`src/rtl/imem_pkg.sv`:
```
// Shared types and constants for the instruction-memory loader.
// FILL is only entered when IMEM_LOADER_ZFILL_EN is defined.
package imem_pkg;

  localparam int IMEM_DATA_W = 32;
  localparam int IMEM_ADDR_W = 9;
  localparam int IMEM_WORDS  = 512;

  // Word written into unused memory by the zero-fill pass
  localparam logic [IMEM_DATA_W-1:0] IMEM_NOP = '0;

  typedef enum logic [1:0] {
    IDLE = 2'd0,
    LOAD = 2'd1,
    DONE = 2'd2,
    FILL = 2'd3
  } imem_state_e;

endpackage

```
`src/rtl/imem_wr_port.sv`:
```
// Registered write stage for instruction memory port A, shared by the
// stream-load and zero-fill paths.
module imem_wr_port
  import imem_pkg::*;
#(
  parameter int DATA_W = IMEM_DATA_W,
  parameter int ADDR_W = IMEM_ADDR_W
) (
  input  logic              clk,
  input  logic              reset,
  input  logic              wr_en,
  input  logic [ADDR_W-1:0] wr_addr,
  input  logic [DATA_W-1:0] wr_data,
  output logic              wea,
  output logic [ADDR_W-1:0] addra,
  output logic [DATA_W-1:0] dina
);

  always_ff @(posedge clk) begin
    if (reset) begin
      wea   <= 1'b0;
      addra <= '0;
      dina  <= '0;
    end else begin
      wea <= wr_en;
      if (wr_en) begin
        addra <= wr_addr;
        dina  <= wr_data;
      end
    end
  end

endmodule

```
`src/rtl/imem_loader.sv`:
```
// Streams a program into instruction memory and holds the CPU until done.
// Optional zero-fill of the unused tail: define IMEM_LOADER_ZFILL_EN.
module imem_loader
  import imem_pkg::*;
#(
  parameter int DATA_W    = IMEM_DATA_W,
  parameter int ADDR_W    = IMEM_ADDR_W,
  parameter int MEM_WORDS = IMEM_WORDS
) (
  input  logic              clk,
  input  logic              reset,
  input  logic              start,
  input  logic              in_valid,
  input  logic [DATA_W-1:0] in_data,
  input  logic              in_last,
  output logic              in_ready,
  output logic              imem_wea,
  output logic [ADDR_W-1:0] imem_addra,
  output logic [DATA_W-1:0] imem_dina,
  output logic              cpu_hold,
  output logic              done,
  output logic [ADDR_W:0]   word_count,
  output logic              overflow
);

  localparam logic [ADDR_W-1:0] LAST_ADDR  = ADDR_W'(MEM_WORDS - 1);
  localparam logic [ADDR_W:0]   FULL_COUNT = (ADDR_W + 1)'(MEM_WORDS);

  imem_state_e       state;
  logic [ADDR_W-1:0] ptr;
  logic              xfer;
  logic              wr_en;
  logic [ADDR_W-1:0] wr_addr;
  logic [DATA_W-1:0] wr_data;

  assign xfer = in_valid && in_ready;

  always_comb begin
    in_ready = (state == LOAD);
    wr_en    = 1'b0;
    wr_addr  = ptr;
    wr_data  = in_data;
    if (state == LOAD && in_valid) begin
      wr_en = 1'b1;
    end
`ifdef IMEM_LOADER_ZFILL_EN
    else if (state == FILL) begin
      wr_en   = 1'b1;
      wr_data = DATA_W'(IMEM_NOP);
    end
`endif
  end

  always_ff @(posedge clk) begin
    if (reset) begin
      state      <= IDLE;
      ptr        <= '0;
      word_count <= '0;
      overflow   <= 1'b0;
      cpu_hold   <= 1'b1;
      done       <= 1'b0;
    end else begin
      case (state)
        IDLE: begin
          if (start) begin
            state      <= LOAD;
            ptr        <= '0;
            word_count <= '0;
            overflow   <= 1'b0;
            done       <= 1'b0;
          end
        end
        LOAD: begin
          if (xfer) begin
            if (word_count != FULL_COUNT) begin
              word_count <= word_count + (ADDR_W + 1)'(1);
            end
            // Last memory slot: finish here whether or not the stream ended
            if (ptr == LAST_ADDR) begin
              if (!in_last) begin
                overflow <= 1'b1;
              end
              state <= DONE;
            end else begin
              ptr <= ptr + ADDR_W'(1);
              if (in_last) begin
`ifdef IMEM_LOADER_ZFILL_EN
                state <= FILL;
`else
                state <= DONE;
`endif
              end
            end
          end
        end
`ifdef IMEM_LOADER_ZFILL_EN
        FILL: begin
          if (ptr == LAST_ADDR) begin
            state <= DONE;
          end else begin
            ptr <= ptr + ADDR_W'(1);
          end
        end
`endif
        DONE: begin
          // Release one edge after entry so the final write has landed
          if (start) begin
            state      <= LOAD;
            ptr        <= '0;
            word_count <= '0;
            overflow   <= 1'b0;
            cpu_hold   <= 1'b1;
            done       <= 1'b0;
          end else begin
            cpu_hold <= 1'b0;
            done     <= 1'b1;
          end
        end
        default: state <= IDLE;
      endcase
    end
  end

  imem_wr_port #(
    .DATA_W(DATA_W),
    .ADDR_W(ADDR_W)
  ) u_wr_port (
    .clk    (clk),
    .reset  (reset),
    .wr_en  (wr_en),
    .wr_addr(wr_addr),
    .wr_data(wr_data),
    .wea    (imem_wea),
    .addra  (imem_addra),
    .dina   (imem_dina)
  );

endmodule

```
`config.mk`:
```
export PLATFORM = sky130hd
export DESIGN_NAME = imem_loader
export DESIGN_NICKNAME = d
export VERILOG_FILES = /design/src/rtl/imem_pkg.sv /design/src/rtl/imem_wr_port.sv /design/src/rtl/imem_loader.sv
export SDC_FILE = /design/constraint.sdc
export NUM_CORES = 1
export LEC_CHECK = 0
export CORE_MARGIN = 2
export CORE_UTILIZATION = 48
export DETAILED_ROUTE_END_ITERATION = 10
export PLACE_DENSITY_LB_ADDON = 0.1
export SKIP_CTS_REPAIR_TIMING = 1
export SYNTH_ARGS = -nofsm -noshare
export SYNTH_HDL_FRONTEND = slang
export SYNTH_SLANG_ARGS = --single-unit
```
`constraint.sdc`:
```
create_clock -name clk -period 2.85 [get_ports clk]
set_input_delay 0.855 -clock clk [delete_from_list [all_inputs] [get_ports clk]]
set_output_delay 0.855 -clock clk [all_outputs]
set_load 0.05 [all_outputs]
```
* Yosys cells after proc, flatten, opt, wreduce, memory -nomap -nowiden *
Cells that the tools add are included.

storage, ports and cells
  register bits after elaboration = 66
  bits in read-only memories = 0
  bits in latches = 0
  bits in writable memories = 0
  input bits = 37
  memories = 0

operators by class
  equal/unequal tests = 12
  mux-type cells = 22
  shifts and indexed selects = 0
  bitwise operators = 0
  divide/modulo/power cells = 0
  add/subtract/negate cells = 2
  $mul = 0
  reductions and logical operators = 10
  magnitude comparators = 0

operators by type and width
  cell                                           number
  2-to-1 mux 10 bit                              3
  2-to-1 mux 9 bit                               3
  one-hot mux 10 bit (2 select lines)            1
  one-hot mux 9 bit (2 select lines)             1
  adder 10 x 1 -> 10 bit, second input constant  1
  != test 10 bit, second input constant          1
  adder 9 x 1 -> 9 bit, second input constant    1
  == test 9 bit, second input constant           1
  2-to-1 mux 2 bit                               4
  != test 2 x 1 -> 1 bit, second input constant  4
  AND reduction 4 bit                            2
  2-to-1 mux 1 bit                               7
  != test 2 bit, second input constant           3
  AND reduction 5 bit                            1
  one-hot mux 1 bit (2 select lines)             2
  one-hot mux 2 bit (2 select lines)             1
  nonzero test 2 bit                             2
  != test 3 x 2 -> 1 bit, second input constant  1
  AND reduction 3 bit                            1
  == test 2 x 1 -> 1 bit, second input constant  1
  == test 2 bit, second input constant           1
  zero test 2 bit                                1
  AND reduction 2 bit                            1
  OR reduction 2 bit                             1
  logical AND 1 bit                              1

* Longest topological paths before layout *
  depth in word-level cells = 4
  gate-level depth with buffers = 8

* Modules after synthesis *
Synthesis repeated with hierarchy kept, for this count alone.

second synthesis, totals
  cell total of the unflattened synthesis = 281
  area total of the unflattened synthesis = 2,827.7 µm²

modules (own cells, without submodules)
  module        seq. area each (µm²)  times used  area each (µm²)  cells an instance
  imem_wr_port  840.8                 1           1,524.0          135
  imem_loader   480.5                 1           1,303.8          146

* Least setup slack after synthesis *
No wires, ideal clock.

  kind = reg2out
  start point = register state[0]
  end point = output in_ready
  path buffers = 1
  required time = 1.995 ns
  setup slack = 0.549 ns
  cell stages (with the launch flop) = 4
  data arrival time = 1.446 ns
  path through = dfxtp_1 clkbuf_1 inv_1 nor2_1

between the ends
  cells in the longest elaborated chain, start to end = 1

RTL lines
  what                    RTL line           text
  from (decl)             imem_loader.sv:29  imem_state_e state;
  from (signal assigned)  imem_loader.sv:56  state <= IDLE;
  from (signal assigned)  imem_loader.sv:66  state <= LOAD;
  from (signal assigned)  imem_loader.sv:83  state <= DONE;
  == test 2 x 1 -> 1 bit  imem_loader.sv:39  in_ready = (state == LOAD);
  to (decl)               imem_loader.sv:16  output logic in_ready,

No other way between the ends.

* Worst setup path in the final report *
  start point = register word_count[8]
  end point = output word_count[8]

RTL lines
  what                    RTL line           text
  from (decl)             imem_loader.sv:22  output logic [ADDR_W:0] word_count,
  from (signal assigned)  imem_loader.sv:76  word_count <= word_count + (ADDR_W + 1)'(1);

No word-level cell between the ends.

==> flow_summary.json <==
{
  "critical_path.top_delay_family": "buffers and inverters",
  "max_cap_viol_count": 0,
  "routed-via-count": 2529,
  "grt_remaining_overflow": 0,
  "via_count_of_the_first_global_routing_pass": 2301,
  "fillCellCount": 440,
  "hpwlAfterDp_mm": 4.45,
  "met1_length_mm": 2.98,
  "run_status": "finished clean",
  "ys_async_sr_fraction": 0,
  "synth-seq-area-share": 0.494,
  "die_area_um2": 6190,
  "worst_path_bufs_invs": 1,
  "layout.core_utilization": 0.706,
  "hp-start": "u_wr_port.dina[24]",
  "synth.top_cells.by_area": "sky130_fd_sc_hd__dfxtp_1 (49%), sky130_fd_sc_hd__nand2_1 (13%), sky130_fd_sc_hd__a21oi_1 (9.4%)",
  "cts_made_buffers": 9,
  "combinationalPowerShare": 0.134,
  "post-synth-top-area-cell": "sky130_fd_sc_hd__dfxtp_1",
  "rows": 27,
  "number_of_synthesized_flops_with_an_enable_pin": 0,
  "power_per_cell_area_nw_per_um2": 521,
  "grt_first_pass_wirelength_mm": 10.9,
  "netlist_area_um2": 2680,
  "swShare": 0.262,
  "finalWorstSetupSlack_ns": 0.315,
  "clockBufferDepth": 2,
  "worstPathCellList": "clkdlybuf4s50_1",
  "met3WireLength_um": 464,
  "timing.final.max_slew_violations": 0,
  "timing.max_slew.rel_slack": 0.638,
  "drive_gt1_frac": 0.0692,
  "port_buffers": 92,
  "timing.reg2reg.worst_path_depth": 8,
  "antenna_cells": 0,
  "totalNegativeSetupSlack_ns": 0,
  "floorplan.initialDensity": 0.492,
  "ctsRootBufferMaster": "sky130_fd_sc_hd__clkbuf_8",
  "antenna_found_initial": 0,
  "minimum_period_implied_by_the_final_worst_setup_slack_ns": 2.53,
  "synth_most_common_cell": "sky130_fd_sc_hd__nand2_1",
  "design_area_um2": 3840,
  "reg2reg_slack_ns": 0.87,
  "worstHoldPathCells": 2,
  "postRouteAntennaNets": 0,
  "measured_slew_at_the_worst_slew_check_pin_ns": 0.542,
  "syn-mean-instance-area_um2": 8.26,
  "min_period_over_period": 0.889,
  "timing_worst_setup_path_type": "reg2out",
  "power.share.sequential": 0.480,
  "route.top_layer_used": "met4",
  "coreArea_um2": 5440,
  "maximum_number_of_pins_on_one_net_before_global_route_repair": 43,
  "clock_tree_from_tritoncts": "done",
  "critical-path-max-stage-delay_ns": 0.86,
  "avg_vias_per_cell": 5.15,
  "crit_required_ns": 2.00,
  "synth.distinct_cells": 43,
  "peakVddDrop_mv": 0.306,
  "die-width_um": 78.7,
  "post-synth-top-area-fraction": 0.494,
  "drc": 0,
  "placed_cell_area_um2": 3650,
  "yosysWarnings": 0,
  "wl_per_cell_um": 13.4,
  "area.growth.synth_to_final_pct": 43.6,
  "clock_power_frac": 0.386,
  "max_freq_ghz": 0.394,
  "ios": 93,
  "syn_nets": 365,
  "power.net_switching_mw": 0.525,
  "amount_of_wire_on_met2_after_detailed_routing_mm": 2.99,
  "finalHoldViolations": 0,
  "r2r_start": "ptr[0]",
  "cts.clk_slew.worst_paths_ns": 0.07,
  "clock_latency_ns": 0.33,
  "crit_arrival_ns": 1.68,
  "power.static_leakage_nw": 1.32,
  "finalClockSkew_ns": 0.00473,
  "crit_slowest_cell": "sky130_fd_sc_hd__clkdlybuf4s50_1",
  "hold_path_class": "reg2reg",
  "rsz0062_at_grt": "false",
  "critical_path.endpoint_type": "output pin",
  "report.power.total_mw": 2.00,
  "crit_path_start_kind": "flop",
  "ys_top_cells_by_count": "sky130_fd_sc_hd__nand2_1 (93), sky130_fd_sc_hd__dfxtp_1 (66), sky130_fd_sc_hd__a21oi_1 (50)",
  "finalWirelength_mm": 6.57,
  "ys_ff_latch": 66,
  "finalSetupViolations": 0,
  "cell_internal_pwr_mw": 1.48,
  "gr-usage-all-layers": 0.222,
  "dp_slack_ns": 0.267,
  "cts.htree.levels": 3,
  "worst_hold_path.endpoint": "u_wr_port.dina[24]",
  "drt_first_pass_iters": 4,
  "r2r-end": "ptr[6]",
  "synth-main-ff-cell": "sky130_fd_sc_hd__dfxtp_1",
  "tritoncts_sinks": 66,
  "cp_max_fo": 6,
  "fin_nets": 455,
  "post_synth_inst_count": 324,
  "first_drt_iteration_drcs": 147,
  "chipHeight_um": 78.7,
  "gp_routability_congestion": 0.797
}
logic make-up after synthesis:
family                     count (synthesis)  synth area share
AOI/OAI and AO/OA                         77             0.180
and+or+nand+nor                          147             0.249
adders and majority gates                  4            0.0187
buffers and inverters                     24            0.0388
DFF                                       66             0.494
xor gates and xnor gates                   6            0.0196
how the worst max path moves through the flow:
stage / slack, ns / startpoint / to / cells after the start
2_1_floorplan: 0.55 / state[0] / in_ready / 3
3_3_place_gp: 0.31 / in_valid / word_count[9] / 5
3_5_place_dp: 0.27 / in_valid / word_count[9] / 5
4_1_cts: 0.32 / word_count[8] / word_count[8] / 1
5_1_grt: 0.27 / word_count[8] / word_count[8] / 1
6_report: 0.32 / word_count[8] / word_count[8] / 1
power by group through the flow:
stage | Clock, mW | Combinational [mW] | Sequential (mW)
6_report | 0.773 | 0.268 | 0.961
5_1_grt | 0.831 | 0.287 | 0.963
4_1_cts | 0.788 | 0.270 | 0.960
3_5_place_dp | 0 | 0.269 | 0.981
3_3_place_gp | 0 | 0.267 | 0.980
2_1_floorplan | 0 | 0.0921 | 1.05
layer usage:
metal  vias to the layer above  GRT usage
met4                         0      0.107
li1                       1281          -
met2                        92      0.341
met3                        12     0.0483
met5                         -          0
met1                      1144      0.296
flip-flops by register name (all words and copies together), names as in the netlist:
| signal | count |
|---|---|
| cpu_hold | 1 |
| done | 1 |
| overflow | 1 |
| ptr | 9 |
| state | 2 |
| u_wr_port.addra | 9 |
| u_wr_port.dina | 32 |
| u_wr_port.wea | 1 |
| word_count | 10 |
metrics by stage:
step / std cells / hold slack, ns
finish: 491 / 0.453
global route: 491 / 0.470
global placement: 475 / 0.441
CTS: 491 / 0.456
detailed placement: 475 / 0.445
floorplan: 324 / 0.449
cell usage in the layout, fill, tap and decap left out, types with 2 or more instances in the layout:
master and n:
sky130_fd_sc_hd__a211oi_1 3, sky130_fd_sc_hd__a21oi_1 50, sky130_fd_sc_hd__a22oi_1 2, sky130_fd_sc_hd__a311oi_1 2, sky130_fd_sc_hd__a31oi_1 3, sky130_fd_sc_hd__a32o_1 2
sky130_fd_sc_hd__and3_1 2, sky130_fd_sc_hd__buf_4 5, sky130_fd_sc_hd__clkbuf_8 10, sky130_fd_sc_hd__clkdlybuf4s50_1 90, sky130_fd_sc_hd__clkinv_2 3, sky130_fd_sc_hd__dfxtp_1 66
sky130_fd_sc_hd__ha_1 4, sky130_fd_sc_hd__inv_1 6, sky130_fd_sc_hd__nand2_1 93, sky130_fd_sc_hd__nand2b_1 4, sky130_fd_sc_hd__nand3_1 7, sky130_fd_sc_hd__nand4_1 2
sky130_fd_sc_hd__nor2_1 24, sky130_fd_sc_hd__nor2b_1 3, sky130_fd_sc_hd__nor4_1 2, sky130_fd_sc_hd__o2111ai_1 2, sky130_fd_sc_hd__o21ai_0 4, sky130_fd_sc_hd__o21ai_1 2
sky130_fd_sc_hd__xnor2_1 3, sky130_fd_sc_hd__xor2_1 3
cell type report:
cell class / count / area [um2] / area share
inverter: 6 / 22.5 / 0.00586
multi-input combinational: 234 / 1250 / 0.325
clock inverter: 5 / 53.8 / 0.0140
timing repair buffer: 97 / 963 / 0.251
sequential: 66 / 1320 / 0.344
clock buffer: 11 / 141 / 0.0368
tap: 72 / 90.1 / 0.0234
Note: power is estimated with default switching activity, not from simulation.
